$ cat config.mk
export PLATFORM = sky130hd
export DESIGN_NAME = spike_count_argmax
export DESIGN_NICKNAME = d
export VERILOG_FILES = /design/src/rtl/snn_readout_pkg.sv /design/src/rtl/argmax_tracker.sv /design/src/rtl/spike_count_argmax.sv
export SDC_FILE = /design/constraint.sdc
export NUM_CORES = 1
export LEC_CHECK = 0
export CAP_MARGIN = 20
export CORE_UTILIZATION = 45
export DETAILED_ROUTE_END_ITERATION = 16
export GPL_TIMING_DRIVEN = 0
export PLACE_DENSITY = 0.67
export SLEW_MARGIN = 40
export SYNTH_ARGS = -nofsm -noshare
export SYNTH_HDL_FRONTEND = slang
export SYNTH_SLANG_ARGS = --single-unit
$ cat constraint.sdc
create_clock -name clk_i -period 5.2 [get_ports clk_i]
set_input_delay 1.04 -clock clk_i [delete_from_list [all_inputs] [get_ports clk_i]]
set_output_delay 1.04 -clock clk_i [all_outputs]
set_load 0.005 [all_outputs]
$ cat src/rtl/snn_readout_pkg.sv
// Shared types, default widths and the saturating adder for the SNN spike-count readout path.
package snn_readout_pkg;

  localparam int DEFAULT_NUM_OUTPUTS = 10;
  localparam int DEFAULT_ADDR_BITS   = 4;
  localparam int DEFAULT_COUNT_WIDTH = 32;

  // Working width of sat_add; count widths up to SAT_W bits are supported.
  localparam int SAT_W = 64;

  typedef enum logic [1:0] {
    IDLE,
    READ,
    DRAIN,
    RESULT
  } argmax_state_t;

  // Adds two zero-extended operands and clamps the result to 2**width-1.
  function automatic logic [SAT_W-1:0] sat_add(
    input logic [SAT_W-1:0] a,
    input logic [SAT_W-1:0] b,
    input int               width
  );
    logic [SAT_W:0] sum;
    logic [SAT_W:0] limit;
    sum   = {1'b0, a} + {1'b0, b};
    limit = ((SAT_W+1)'(1) << width) - (SAT_W+1)'(1);
    if (sum > limit) begin
      return limit[SAT_W-1:0];
    end
    return sum[SAT_W-1:0];
  endfunction

endpackage

$ cat src/rtl/argmax_tracker.sv
// Running max / runner-up / tie / saturating-sum accumulator, updated by one tagged count word per cycle.
// Outputs are the next-state values so the caller can capture the final word in the same cycle it lands.
module argmax_tracker
  import snn_readout_pkg::*;
#(
  parameter int ADDR_BITS   = DEFAULT_ADDR_BITS,
  parameter int COUNT_WIDTH = DEFAULT_COUNT_WIDTH
) (
  input  logic                   clk_i,
  input  logic                   rst_i,
  input  logic                   clear_i,
  input  logic                   valid_i,
  input  logic [ADDR_BITS-1:0]   idx_i,
  input  logic [COUNT_WIDTH-1:0] data_i,
  output logic [COUNT_WIDTH-1:0] max_d_o,
  output logic [COUNT_WIDTH-1:0] runner_d_o,
  output logic [COUNT_WIDTH-1:0] sum_d_o,
  output logic [ADDR_BITS-1:0]   idx_d_o,
  output logic                   tie_d_o
);

  logic [COUNT_WIDTH-1:0] max_q, max_d;
  logic [COUNT_WIDTH-1:0] runner_q, runner_d;
  logic [COUNT_WIDTH-1:0] sum_q, sum_d;
  logic [ADDR_BITS-1:0]   idx_q, idx_d;
  logic                   tie_q, tie_d;

  // Strict greater-than keeps the lowest index as winner; index 0 never raises tie against the cleared max.
  always_comb begin
    max_d    = max_q;
    runner_d = runner_q;
    sum_d    = sum_q;
    idx_d    = idx_q;
    tie_d    = tie_q;
    if (clear_i) begin
      max_d    = '0;
      runner_d = '0;
      sum_d    = '0;
      idx_d    = '0;
      tie_d    = 1'b0;
    end else if (valid_i) begin
      if (data_i > max_q) begin
        runner_d = max_q;
        max_d    = data_i;
        idx_d    = idx_i;
        tie_d    = 1'b0;
      end else if ((data_i == max_q) && (idx_i != '0)) begin
        tie_d    = 1'b1;
        runner_d = data_i;
      end else if (data_i > runner_q) begin
        runner_d = data_i;
      end
      sum_d = COUNT_WIDTH'(sat_add(SAT_W'(sum_q), SAT_W'(data_i), COUNT_WIDTH));
    end
  end

  always_ff @(posedge clk_i) begin
    if (rst_i) begin
      max_q    <= '0;
      runner_q <= '0;
      sum_q    <= '0;
      idx_q    <= '0;
      tie_q    <= 1'b0;
    end else begin
      max_q    <= max_d;
      runner_q <= runner_d;
      sum_q    <= sum_d;
      idx_q    <= idx_d;
      tie_q    <= tie_d;
    end
  end

  assign max_d_o    = max_d;
  assign runner_d_o = runner_d;
  assign sum_d_o    = sum_d;
  assign idx_d_o    = idx_d;
  assign tie_d_o    = tie_d;

endmodule

$ cat src/rtl/spike_count_argmax.sv
// Sequential scan of the output-spike-count RAM producing winner/runner-up/total/tie/no-spike results on valid/ready.
// Optional margin_thresh_i / confident_o ports are enabled with `define SPIKE_ARGMAX_MARGIN_EN.
module spike_count_argmax
  import snn_readout_pkg::*;
#(
  parameter int NUM_OUTPUTS            = DEFAULT_NUM_OUTPUTS,
  parameter int OUTPUT_SPIKE_ADDR_BITS = DEFAULT_ADDR_BITS,
  parameter int COUNT_WIDTH            = DEFAULT_COUNT_WIDTH
) (
  input  logic                              clk_i,
  input  logic                              rst_i,
  input  logic                              start_i,
  output logic                              mem_rd_en_o,
  output logic [OUTPUT_SPIKE_ADDR_BITS-1:0] mem_addr_o,
  input  logic [COUNT_WIDTH-1:0]            mem_rdata_i,
  output logic                              busy_o,
  output logic                              result_valid_o,
  input  logic                              result_ready_i,
  output logic [OUTPUT_SPIKE_ADDR_BITS-1:0] winner_idx_o,
  output logic [COUNT_WIDTH-1:0]            winner_count_o,
  output logic [COUNT_WIDTH-1:0]            runner_up_count_o,
  output logic [COUNT_WIDTH-1:0]            total_spikes_o,
  output logic                              tie_o,
  output logic                              no_spikes_o
`ifdef SPIKE_ARGMAX_MARGIN_EN
  ,
  input  logic [COUNT_WIDTH-1:0]            margin_thresh_i,
  output logic                              confident_o
`endif
);

  localparam int A = OUTPUT_SPIKE_ADDR_BITS;
  localparam logic [A-1:0] LAST_ADDR = A'(NUM_OUTPUTS - 1);

  argmax_state_t state_q, state_d;
  logic [A-1:0]  rd_ptr_q, rd_ptr_d;
  logic          tag_valid_q;
  logic [A-1:0]  tag_idx_q;
  logic          scan_start;
  logic          scan_done;

  logic [COUNT_WIDTH-1:0] trk_max, trk_runner, trk_sum;
  logic [A-1:0]           trk_idx;
  logic                   trk_tie;
  logic                   final_tie;

  logic [A-1:0]           winner_idx_q;
  logic [COUNT_WIDTH-1:0] winner_count_q;
  logic [COUNT_WIDTH-1:0] runner_up_q;
  logic [COUNT_WIDTH-1:0] total_q;
  logic                   tie_q;
  logic                   no_spikes_q;

  assign scan_start = (state_q == IDLE) && start_i;
  assign scan_done  = (state_q == DRAIN);

  always_ff @(posedge clk_i) begin
    if (rst_i) begin
      state_q <= IDLE;
    end else begin
      state_q <= state_d;
    end
  end

  always_comb begin
    state_d = state_q;
    case (state_q)
      IDLE:    if (start_i) state_d = READ;
      READ:    if (rd_ptr_q == LAST_ADDR) state_d = DRAIN;
      DRAIN:   state_d = RESULT;
      RESULT:  if (result_ready_i) state_d = IDLE;
      default: state_d = IDLE;
    endcase
  end

  always_comb begin
    mem_rd_en_o    = 1'b0;
    mem_addr_o     = '0;
    busy_o         = 1'b0;
    result_valid_o = 1'b0;
    case (state_q)
      READ: begin
        mem_rd_en_o = 1'b1;
        mem_addr_o  = rd_ptr_q;
        busy_o      = 1'b1;
      end
      DRAIN:   busy_o = 1'b1;
      RESULT:  result_valid_o = 1'b1;
      default: ;
    endcase
  end

  always_comb begin
    rd_ptr_d = rd_ptr_q;
    if (scan_start) begin
      rd_ptr_d = '0;
    end else if (state_q == READ) begin
      rd_ptr_d = rd_ptr_q + A'(1);
    end
  end

  // RAM data returns one cycle after the strobe, so the strobe and address are delayed to tag it.
  always_ff @(posedge clk_i) begin
    if (rst_i) begin
      rd_ptr_q    <= '0;
      tag_valid_q <= 1'b0;
      tag_idx_q   <= '0;
    end else begin
      rd_ptr_q    <= rd_ptr_d;
      tag_valid_q <= mem_rd_en_o;
      tag_idx_q   <= mem_addr_o;
    end
  end

  argmax_tracker #(
    .ADDR_BITS  (A),
    .COUNT_WIDTH(COUNT_WIDTH)
  ) u_tracker (
    .clk_i     (clk_i),
    .rst_i     (rst_i),
    .clear_i   (scan_start),
    .valid_i   (tag_valid_q),
    .idx_i     (tag_idx_q),
    .data_i    (mem_rdata_i),
    .max_d_o   (trk_max),
    .runner_d_o(trk_runner),
    .sum_d_o   (trk_sum),
    .idx_d_o   (trk_idx),
    .tie_d_o   (trk_tie)
  );

  // An all-zero scan matches equal counts everywhere but is reported as no_spikes rather than a tie.
  assign final_tie = trk_tie && (trk_max != '0);

  always_ff @(posedge clk_i) begin
    if (rst_i || scan_start) begin
      winner_idx_q   <= '0;
      winner_count_q <= '0;
      runner_up_q    <= '0;
      total_q        <= '0;
      tie_q          <= 1'b0;
      no_spikes_q    <= 1'b0;
    end else if (scan_done) begin
      winner_idx_q   <= trk_idx;
      winner_count_q <= trk_max;
      runner_up_q    <= trk_runner;
      total_q        <= trk_sum;
      tie_q          <= final_tie;
      no_spikes_q    <= (trk_max == '0);
    end
  end

  assign winner_idx_o      = winner_idx_q;
  assign winner_count_o    = winner_count_q;
  assign runner_up_count_o = runner_up_q;
  assign total_spikes_o    = total_q;
  assign tie_o             = tie_q;
  assign no_spikes_o       = no_spikes_q;

`ifdef SPIKE_ARGMAX_MARGIN_EN
  logic confident_q;

  always_ff @(posedge clk_i) begin
    if (rst_i || scan_start) begin
      confident_q <= 1'b0;
    end else if (scan_done) begin
      confident_q <= !final_tie && (trk_max != '0) &&
                     ((trk_max - trk_runner) >= margin_thresh_i);
    end
  end

  assign confident_o = confident_q;
`endif

endmodule

## After elaboration in Yosys (flattened, before gate mapping)

Cells that the tools add are included.

| storage, ports and cells | value |
|---|---|
| register bits after elaboration | 214 |

| operators by class | value |
|---|---|
| add/subtract/negate cells | 2 |
| order comparisons | 3 |
| equality and inequality tests | 8 |
| mux-type cells | 30 |
| reduce and logical (&&, ||, !) cells | 11 |

Operators with widths:

| operator | number |
|---|---|
| $mux 32 | 12 |
| $gt 32x32->1 | 2 |
| $add 32x32->33 | 1 |
| $gt 33x32->1 const B | 1 |
| $eq 32x32->1 | 1 |
| $logic_not 32->1 | 1 |
| $reduce_bool 32->1 | 1 |
| $mux 4 | 4 |
| $mux 1 | 10 |
| $pmux 2 s4 | 1 |
| $mux 2 | 3 |
| $ne 2x2->1 const B | 3 |
| $add 4x1->4 const B | 1 |
| $eq 2x2->1 const B | 2 |
| $eq 4x4->1 const B | 1 |
| $reduce_bool 4->1 | 1 |
| $reduce_or 2->1 | 2 |
| $logic_and 1x1->1 | 3 |
| $reduce_and 3->1 | 1 |
| $eq 2x1->1 const B | 1 |
| $logic_not 2->1 | 1 |
| $logic_or 1x1->1 | 1 |

## Logic depth before layout (Yosys ltp)

Gate-level depths: netlist of run 1.

| logic depth | value |
|---|---|
| depth in word-level cells | 8 |
| depth in mapped cells | 13 |
| depth with buffers taken out | 12 |

## Cells and area by module

A second synthesis of run 1 with hierarchy kept.

| second synthesis, totals | value |
|---|---|
| cell total of the unflattened synthesis | 1514 |
| area, all modules | 12777.3 um2 |

Modules (own cells, without submodules):

| module | times used | cells each | area each (um2) | sequential area each (um2) |
|---|---|---|---|---|
| argmax_tracker | 1 | 1119 | 8590.7 | 2021.9 |
| spike_count_argmax | 1 | 395 | 4186.5 | 2262.2 |

## Least setup slack after synthesis of run 1

OpenSTA, ideal clock, no wires.

| timing path | value |
|---|---|
| path type | input to register |
| from | input mem_rdata_i[19] |
| to | register total_q[27], in the netlist total_spikes_o[27] |
| library setup time | 0.070 ns |
| arrival | 3.401 ns |
| required time | 5.130 ns |
| path slack | 1.729 ns |
| stages | 11 |
| cells stage by stage | ha_1 > buf_6 > and2_4 > a221o_1 > or3_1 > o2111a_1 > a2111o_1 > a21oi_2 > xnor2_1 > o221ai_2 > a21oi_1 |

| on the way | value |
|---|---|
| longest elaborated chain between the ends | 8 |

Ends and longest elaborated chain:

| what | line | text |
|---|---|---|
| start, declared | spike_count_argmax.sv:15 | `input logic [COUNT_WIDTH-1:0] mem_rdata_i,` |
| $add 32x32->33 * | snn_readout_pkg.sv:26 | `sum = {1'b0, a} + {1'b0, b};` |
| $gt 33x32->1 | snn_readout_pkg.sv:28 | `if (sum > limit) begin` |
| $mux 1 | snn_readout_pkg.sv:28 |  |
| $mux 1 | argmax_tracker.sv:41 | `end else if (valid_i) begin` |
| $mux 1 | argmax_tracker.sv:35 | `if (clear_i) begin` |
| $mux 32 * | snn_readout_pkg.sv:31 | `return sum[SAT_W-1:0];` |
| $mux 32 * | argmax_tracker.sv:41 |  |
| $mux 32 * | argmax_tracker.sv:35 |  |
| end signal, assigned | spike_count_argmax.sv:147 | `total_q <= trk_sum;` |
| end, declared | spike_count_argmax.sv:50 | `logic [COUNT_WIDTH-1:0] total_q;` |

Mark *: on every way between the ends. The rest lies on a longest branch, timed or not. The select of a mux whose other input is x is not followed.
A chain may end at the register's enable or synchronous reset.

## Worst setup path in the final report of run 1

| timing path | value |
|---|---|
| from | input mem_rdata_i[0] |
| to | register total_q[26], in the netlist total_spikes_o[26] |

Same word-level chain as after synthesis.

==> results of run 1 <==
-- where the power goes --
group | switching, mW | internal [mW] | total, mW | leakage [nW]
combinational | 1.34 | 0.865 | 2.20 | 3.08
clock | 0.714 | 1.02 | 1.73 | 0.399
sequential | 0.155 | 1.86 | 2.02 | 1.73
-- per-layer routing --
layer	share of wire, %	vias to the layer above
met5	0	-
met4	2.9	0
met3	7.5	63
met2	43	413
met1	46	4980
li1	-	5120
-- state kept, by name (all words and copies together) (netlist names) --
name and count:
total_spikes_o 32, u_tracker.sum_q 32, winner_count_o 32, u_tracker.tie_q 1
no_spikes_o 1, tag_idx_q 4, tag_valid_q 1, u_tracker.idx_q 4
winner_idx_o 4, state_q 2, u_tracker.max_q 32, tie_o 1
rd_ptr_q 4, runner_up_count_o 32, u_tracker.runner_q 32
-- stage by stage --
step / std cells / utilization, % / setup slack (ps) / hold WS [ps] / power, mW
after floorplan: 1329 / - / 1730 / 453 / 3.33
after global routing: 1841 / 57.1 / 681 / 482 / 6.28
after detailed placement: 1797 / 53.7 / 454 / 448 / 4.21
after CTS: 1841 / 57.1 / 939 / 456 / 5.95
final: 1841 / 57.1 / 806 / 455 / 5.96
after global placement: 1797 / 53.7 / 114 / 451 / 4.18
-- worst min-delay path, cell delays in order, from the launching register on --
cell	delay, ps
dfxtp_1	310
nand2_1	50
a21oi_1	50
-- cell type report --
type                       instances  share of cell area (%)
multi-input combinational        954                    45.3
sequential                       214                    30.7
timing repair buffer             144                    10.3
clock buffer                      35                    5.17
tap                              324                    2.90
buffer                            77                    2.70
inverter                          84                    2.26
clock inverter                     9                   0.699
-- cell families (layout without fill, tap and decap cells) --
logic type | after synthesis | in the layout
adders and majority gates | 104 | 104
muxes | 36 | 36
and+or+nand+nor | 410 | 410
AOI/OAI and AO/OA | 376 | 376
DFF | 214 | 214
xor gates and xnor gates | 28 | 28
buffers and inverters | 161 | 349
-- synthesized netlist by cell type, drive strengths merged (10+ instances only) --
master and n:
xnor2 17, buf 15, and2 43, a221oi 33, nor2 177, a21o 23
and3 15, ha 103, dfxtp 214, o41ai 10, nor3 15, clkbuf 61
o21ai 84, o211ai 19, mux2i 36, xor2 11, a21oi 105, nand2 65
nand4 16, nand3 26, inv 83, a211oi 49, nor4 20
-- final timing paths --
path         cells past startpoint                            from  slack (ps)                               to
min                              2  total_spikes_o[0]$_SDFFE_PP0P_         460   total_spikes_o[0]$_SDFFE_PP0P_
max reg2reg                     12   u_tracker.sum_q[0]$_SDFF_PP0_        1750  total_spikes_o[26]$_SDFFE_PP0P_
max                             13                  mem_rdata_i[0]         810  total_spikes_o[26]$_SDFFE_PP0P_
min reg2reg                      2  total_spikes_o[0]$_SDFFE_PP0P_         460   total_spikes_o[0]$_SDFFE_PP0P_
==> impl_metrics.tcl, run 1 <==
set metrics [dict create \
    status "finished clean" \
    min_period_ps 4390 \
    drc 0 \
    clk_latency_ps 540 \
    p_leak_nw 5.21 \
    synth_top_area_share_pct 38.0 \
    avgSynthCellArea_um2 8.49 \
    via_count 10600 \
    worstSetupStartpointType "input pin" \
    end_kind "flip-flop" \
    grt_pass1_wl_um 56500 \
    ys_types 70 \
    critPathMaxFanout 5 \
    synth_edf_count 0 \
    final_nets 1639 \
    worstPathRequired_ps 5610 \
    ioPinCount 145 \
    max-vdd-ir-drop_uv 249 \
    antenna_found_initial 0 \
    setup_viol 0 \
    path_class "input pin to flip-flop" \
    pwr_density_cell_mw_per_mm2 427 \
    final_common_cell "dfxtp_1" \
    synthFlopType "dfxtp_1" \
    cts.reportedPaths.clkPinSlew_ps 60 \
    hp-class "flip-flop to flip-flop" \
    finalHoldViolCount 0 \
    cts_hold_buf 0 \
    cts_buffers 24 \
    clk_path_buf_depth 3 \
    cts_sinks 214 \
    vias_per_cell 5.74 \
    met3_usage_pct 4.42 \
    fin_area_mm2 0.0140 \
    ant_nets 0 \
    htree_levels 1 \
    dieWidth_um 160 \
    drive_gt1_share_pct 5.41 \
    synth_xor_area_share_pct 2.17 \
    cpLargestDelayFamily "compound AO/OA/AOI/OAI gates" \
    multi_input_area_mm2 0.00632 \
    wl_per_cell_um 19.5 \
    cpPeakStageDelay_ps 670 \
    numPortBuffers 144 \
    tns_ps 0 \
    synthMuxAreaShare_pct 3.19 \
    final_cell_mix "dfxtp_1, nor2_1, clkdlybuf4s50_1" \
    synth_fp_nets 1469 \
    rsz0062_at_grt "false" \
    synth_top_area_cell "dfxtp_1" \
    clockRootBuffer "clkbuf_16" \
    design.core.area_mm2 0.0245 \
    path_buf_inv 2 \
    n_antenna_cell 0 \
    synth_compound_area_share_pct 21.7 \
    die-area_mm2 0.0257 \
    use_met1_pct 39.7 \
    fmax_ghz 0.228 \
    start_util_pct 46.1 \
    ff_latch_area_mm2 0.00428 \
    hpwl_um 26900 \
    drt-initial-drc-count 906 \
    max_cap_viol_count 0 \
    gr-usage-met2_pct 43.3 \
    post-cts-setup-buffers 0 \
    grt_pass1_vias 10000 \
    syn2layout_area_growth_pct 23.7 \
    worstMarginPinSlew_ps 862 \
    gp_congestion 0.941 \
    async_reset_ff_share_pct 0 \
    critPathSlowestCell "clkdlybuf4s50_1" \
    slew_headroom_pct 42.5 \
    ys_warn_count 0 \
    synthSimpleGateAreaFrac_pct 17.3 \
    ys_seq_area_share_pct 38.0 \
    top_usage_layer "met2" \
    ctsResizeCount 0 \
    drt_pass1_iterations 5 \
    grt_overflow 0 \
    cp.arrival_ps 4810 \
    synth_top_family_by_area "compound AO/OA/AOI/OAI gates" \
    period_share_pct 84.5 \
    cts_tree "done" \
    num-fill-cells 2276 \
    synth_area_leaders "dfxtp_1, ha_1, nor2_1" \
    synthCells 1329 \
    finalWirelength_um 35900 \
    postPlaceCellArea_mm2 0.0131 \
    synth-adder-area-share_pct 11.6 \
    syn_area_mm2 0.0113 \
    fp.dieH_um 160 \
    grtUsageTotal_pct 28.0 \
    slew_viol_final 0 \
    core.rowCount 57 \
    grt_max_degree 14 \
    path_cells "clkdlybuf4s50_1 -> ha_1 -> inv_1 -> fa_1 -> nor2b_1 -> o31a_1 -> o211ai_2 -> o211ai_1 -> a211oi_1 -> o21ai_1 -> nor4bb_1 -> nor4_1 -> o41ai_1" \
    ys_ff_latch 214 \
    skew_ps 17.7 \
]
Power figures use the tool's default switching activity.
==> run 2: changes to the inputs <==
- PLACE_DENSITY: 0.67 -> 0.7
- clock period: 5.2 -> 3.6 ns (I/O delays scaled with it)
==> run 2 against run 1 <==
  * Global-route usage rose by 0.28 points
  * Sequential power is 45% higher
  * Combinational power increased by 48%
  * Critical path type unchanged
  * Design area is 1.9% higher
  * Sequential cell count stayed put
  * Sequential share of layout area is 0.56 points lower
  * Routed wire length grew 2.5%
  * Die area unchanged
  * First-iteration DRC count down 10%
==> impl_metrics.tcl, run 2 (synthesis results as in run 1) <==
set metrics [dict create \
    final_cell_mix "dfxtp_1, nor2_1, clkdlybuf4s50_1" \
    status "finished clean" \
    clk_latency_ps 530 \
    drt-initial-drc-count 813 \
    htree_levels 1 \
    n_antenna_cell 0 \
    max_cap_viol_count 0 \
    worstSetupStartpointType "input pin" \
    via_count 10600 \
    num-fill-cells 2201 \
    ant_nets 0 \
    grt_pass1_wl_um 57100 \
    hp-class "flip-flop to flip-flop" \
    slew_viol_final 0 \
    wl_per_cell_um 20.0 \
    ff_latch_area_mm2 0.00428 \
    gp_congestion 0.880 \
    grt_max_degree 13 \
    hpwl_um 27400 \
    critPathMaxFanout 10 \
    fin_area_mm2 0.0142 \
    dieWidth_um 160 \
    power.switching_mw 3.21 \
    start_util_pct 46.1 \
    p_int_mw 5.52 \
    cts.reportedPaths.clkPinSlew_ps 60 \
    drc 0 \
    postPlaceCellArea_mm2 0.0131 \
    clockRootBuffer "clkbuf_16" \
    design.core.area_mm2 0.0245 \
    antenna_found_initial 0 \
    final_common_cell "dfxtp_1" \
    end_kind "flip-flop" \
    fmax_ghz 0.286 \
    max-vdd-ir-drop_uv 391 \
    slew_headroom_pct 45.4 \
    holdWs_ps 454 \
    worstPathRequired_ps 4050 \
    cts_buffers 24 \
    pwr_density_cell_mw_per_mm2 614 \
    rr_worst_depth 14 \
    core.rowCount 57 \
    grtUsageTotal_pct 28.3 \
    numPortBuffers 144 \
    min_period_ps 3490 \
    cts_sinks 214 \
    multi_input_area_mm2 0.00654 \
    cp.arrival_ps 3950 \
    placedCellCount 1797 \
    die-area_mm2 0.0257 \
    path_class "input pin to flip-flop" \
    switching_share_pct 36.8 \
    worstMarginPinSlew_ps 820 \
    grt_pass1_vias 9937 \
    p_leak_nw 5.39 \
    min_path_cells 2 \
    p_comb_share_pct 37.2 \
    final_nets 1643 \
    setup_viol 0 \
    ioPinCount 145 \
    skew_ps 10.6 \
    clkPwrFrac_pct 29.2 \
    drive_gt1_share_pct 8.23 \
    seqPwrFrac_pct 33.6 \
    vias_per_cell 5.76 \
    period_share_pct 97.1 \
    place_ws_ps -910 \
    grt_overflow 0 \
    final_cell_count_no_fill 1843 \
    drt_pass1_iterations 5 \
    clk_path_buf_depth 3 \
    fp.dieH_um 160 \
    finalWirelength_um 36800 \
    cts_tree "done" \
    post-route-worst-setup-slack_ps 106 \
    syn2layout_area_growth_pct 26.0 \
    finalHoldViolCount 0 \
]
==> run 2: cell count changes in the layout (fill, tap and decap cells not counted), sizes merged <==
cell | before | now
dlymetal6s2s | 0 | 7
clkdlybuf4s50 | 144 | 124
bufinv | 1 | 2
clkinvlp | 2 | 1
clkinv | 6 | 3
dlygate4sd2 | 0 | 11
inv | 84 | 83
buf | 15 | 21
clkbuf | 96 | 98
==> run 2: worst max-delay path, cell delays in order <==
cell and delay, ps:
clkdlybuf4s50_1 600, ha_1 500, and4_1 310, and3_1 170, o211ai_1 80, buf_4 160, a21o_1 190, a21oi_1 280
or3_1 190, buf_6 170, o22ai_1 100, or2_2 340, a21oi_1 120
==> run 2: layer usage <==
layer	track usage, %	up-vias	part of all wire [%]
met5	0	-	0
met4	9.61	0	3.0
met3	3.51	68	7.1
met2	43.5	405	43
met1	40.5	5024	46
li1	-	5126	-
==> run 2: what timing repair did <==
item,4_1_cts,5_1_grt
gates resized for setup,30,41
endpoints found under the setup margin,102,110
buffers inserted,1,3
hold buffers,0,0
pin swaps,1,3
==> run 2: metrics by stage <==
step | power, mW | util, % | TNS (ps)
6_report | 8.73 | 58.1 | 0
5_1_grt | 9.20 | 58.1 | -16.9
4_1_cts | 8.67 | 57.4 | 0
3_5_place_dp | 6.10 | 53.7 | -105110
3_3_place_gp | 6.06 | 53.7 | -110780
2_1_floorplan | 4.81 | - | 0
==> run 2: final cells by class <==
class,instances,area share [%]
Buffer,77,2.71
Clock buffer,37,5.20
Clock inverter,5,0.625
Inverter,84,2.22
Multi-Input combinational cell,954,46.0
Sequential cell,214,30.1
Tap cell,324,2.85
Timing Repair Buffer,148,10.3
==> run 2: path summary, 6_finish.rpt <==
path / start / end / slack [ps]
setup / recovery: mem_rdata_i[11] / total_spikes_o[0]$_SDFFE_PP0P_ / 110
hold / removal: total_spikes_o[0]$_SDFFE_PP0P_ / total_spikes_o[0]$_SDFFE_PP0P_ / 450
setup reg to reg: u_tracker.sum_q[0]$_SDFF_PP0_ / total_spikes_o[0]$_SDFFE_PP0P_ / 380
hold reg to reg: total_spikes_o[0]$_SDFFE_PP0P_ / total_spikes_o[0]$_SDFFE_PP0P_ / 450
==> run 2: power by group through the flow <==
stage | Combinational (mW) | Sequential [mW] | Clock, mW
after floorplan | 1.89 | 2.92 | 0
after global placement | 3.10 | 2.96 | 0
after detailed placement | 3.13 | 2.97 | 0
after CTS | 3.17 | 2.92 | 2.58
after global routing | 3.54 | 2.96 | 2.69
final | 3.25 | 2.93 | 2.55
==> run 3: changes to the inputs <==
- GPL_ROUTABILITY_DRIVEN: unset -> 1
- PLACE_DENSITY: 0.7 -> 0.69
- SYNTH_HIERARCHICAL: unset -> 1
==> run 3 against run 2 <==
  * Design area up 11%
  * Combinational power grew 8.9%
  * Highest routed layer unchanged
  * Sequential power decreased by 9.2%
  * Global-route usage decreased by 0.30 points
  * Critical path depth increased by 2
  * Register-to-register slack got worse by 260 ps
==> impl_metrics.tcl, run 3 <==
set metrics [dict create \
    status "finished clean" \
    final_cell_mix "nor2_1, dfxtp_1, mux2i_1" \
    path_class "input pin to flip-flop" \
    setup_viol 0 \
    period_share_pct 98.6 \
    synthCells 1514 \
    ys_warn_count 6 \
    synth_edf_count 0 \
    grt_max_degree 15 \
    worstPathRequired_ps 4080 \
    synth_fp_nets 1654 \
    core.rowCount 61 \
    end_kind "flip-flop" \
    synth_top_family_by_area "simple AND/OR/NAND/NOR gates" \
    gp_congestion 0.925 \
    synth-adder-area-share_pct 10.2 \
    numPortBuffers 144 \
    multi_input_area_mm2 0.00792 \
    grtUsageTotal_pct 27.9 \
    yosysMostFrequentCell "nor2_1" \
    drc 0 \
    grt_pass1_vias 11400 \
    power.switching_mw 3.49 \
    slew_headroom_pct 44.2 \
    start_util_pct 45.9 \
    die-area_mm2 0.0291 \
    clk_latency_ps 540 \
    clkPwrFrac_pct 29.6 \
    ys_ff_latch 214 \
    ys_seq_area_share_pct 33.5 \
    async_reset_ff_share_pct 0 \
    design.core.area_mm2 0.0279 \
    placedCellCount 2036 \
    synthSimpleGateAreaFrac_pct 18.8 \
    cts_buffers 24 \
    ant_nets 0 \
    slew_viol_final 0 \
    clk_path_buf_depth 3 \
    hp-class "flip-flop to flip-flop" \
    p_int_mw 5.32 \
    max_cap_viol_count 0 \
    finalWirelength_um 41400 \
    hpwl_um 31200 \
    drt-initial-drc-count 1093 \
    vias_per_cell 5.87 \
    postPlaceCellArea_mm2 0.0147 \
    cts.reportedPaths.clkPinSlew_ps 60 \
    drt_pass1_iterations 6 \
    timing.rr.start "u_tracker/max_q[27]$_SDFF_PP0_" \
    switching_share_pct 39.6 \
    worstMarginPinSlew_ps 830 \
    cts_sinks 214 \
    synthMuxAreaShare_pct 10.9 \
    cp.arrival_ps 4030 \
    via_count 12200 \
    rsz0062_at_grt "true" \
    synth_top_area_share_pct 33.5 \
    worstSetupStartpointType "input pin" \
    final_nets 1828 \
    syn_area_mm2 0.0128 \
    syn2layout_area_growth_pct 23.6 \
    critPathLaunch "mem_rdata_i[23]" \
    fp.dieH_um 171 \
    finalHoldViolCount 0 \
    clockRootBuffer "clkbuf_16" \
    synth_area_leaders "dfxtp_1, mux2i_1, ha_1" \
    final_common_cell "nor2_1" \
    p_leak_nw 5.86 \
    synth_xor_area_share_pct 1.99 \
    synthTopCellsByCount "nor2_1, dfxtp_1, mux2i_1, ha_1, nand2_1" \
    ys_types 78 \
    hp-start "total_spikes_o[8]$_SDFFE_PP0P_" \
    num-fill-cells 2578 \
    synth_compound_area_share_pct 18.0 \
    drive_gt1_share_pct 10.1 \
    cts_tree "done" \
    wl_per_cell_um 19.9 \
    min_period_ps 3550 \
    skew_ps 12.5 \
    final_cell_count_no_fill 2085 \
    fin_area_mm2 0.0158 \
    ff_latch_area_mm2 0.00428 \
    pwr_density_cell_mw_per_mm2 558 \
    synthFlopType "dfxtp_1" \
    p_comb_share_pct 40.2 \
    ioPinCount 145 \
    dieWidth_um 171 \
    grt_overflow 0 \
    avgSynthCellArea_um2 8.44 \
    critPathMaxFanout 10 \
    antenna_found_initial 1 \
    fmax_ghz 0.282 \
    grt_pass1_wl_um 63300 \
    htree_levels 1 \
    synth_top_area_cell "dfxtp_1" \
    max-vdd-ir-drop_uv 460 \
    seqPwrFrac_pct 30.2 \
]
run 3: path summary, 6_finish.rpt:
check	slack (ps)	cells past startpoint	to
worst min register to register	490	2	total_spikes_o[8]$_SDFFE_PP0P_
worst max register to register	120	15	no_spikes_o$_SDFFE_PP0P_
worst max-delay path	50	15	no_spikes_o$_SDFFE_PP0P_
worst min-delay path	490	2	total_spikes_o[8]$_SDFFE_PP0P_
run 3: what timing repair did:
action | 4_1_cts | 5_1_grt
setup buffers | 1 | 3
resized for setup | 72 | 77
pin swaps | 7 | 11
hold buffers | 0 | 0
setup endpoints to repair | 88 | 53
run 3: routing by layer:
layer	global-route usage (%)	part of all wire, %	vias up
li1	-	-	5821
met1	39.0	45	5791
met2	43.6	44	547
met3	3.47	7.2	89
met4	11.0	3.5	0
met5	0	0	-
run 3: cells by family (layout without fill, tap and decap cells):
kind of cell / Yosys count / in the layout
xor+xnor: 29 / 29
buf+inv: 187 / 379
simple gates: 537 / 537
other cells: 0 / 1
mux: 139 / 139
compound gates: 304 / 304
flops: 214 / 214
fa+ha+maj: 104 / 104
run 3: area by class of cell:
| type | count | area share, % |
|---|---|---|
| Timing Repair Buffer | 148 | 8.85 |
| Tap cell | 378 | 3.00 |
| Antenna cell | 1 | 0.0158 |
| Clock inverter | 14 | 1.11 |
| Clock buffer | 30 | 4.14 |
| Buffer | 104 | 3.62 |
| Inverter | 83 | 1.97 |
| Sequential cell | 214 | 27.1 |
| Multi-Input combinational cell | 1113 | 50.2 |
run 3: power groups by stage:
stage | clock (mW) | combinational [mW] | sequential (mW)
3_5_place_dp | 0 | 3.34 | 2.71
3_3_place_gp | 0 | 3.31 | 2.70
2_1_floorplan | 0 | 2.34 | 2.68
4_1_cts | 2.64 | 3.41 | 2.66
5_1_grt | 2.74 | 3.80 | 2.68
6_report | 2.61 | 3.54 | 2.66
run 3: critical path, stage by stage:
cell and delay, ps:
clkdlybuf4s15_2 310, ha_4 340, and4_1 250, a221oi_2 90, or3_4 390, o211ai_1 150
nand3_1 150, buf_6 210, buf_12 160, mux2i_2 210, nor2_1 120, nor4_4 390
nand2_1 150, nor3_2 220, o21ba_2 160
run 3: through the flow:
stage	power (mW)	hold WS (ps)	setup TNS, ps	utilization [%]	setup slack (ps)
3_5_place_dp	6.05	482	-100430	52.7	-1490
5_1_grt	9.22	526	-170	56.7	-101
3_3_place_gp	6.01	476	-104760	52.7	-1510
4_1_cts	8.71	500	-28.4	56.0	-28.4
2_1_floorplan	5.02	476	0	-	197
6_report	8.81	491	0	56.7	51.9
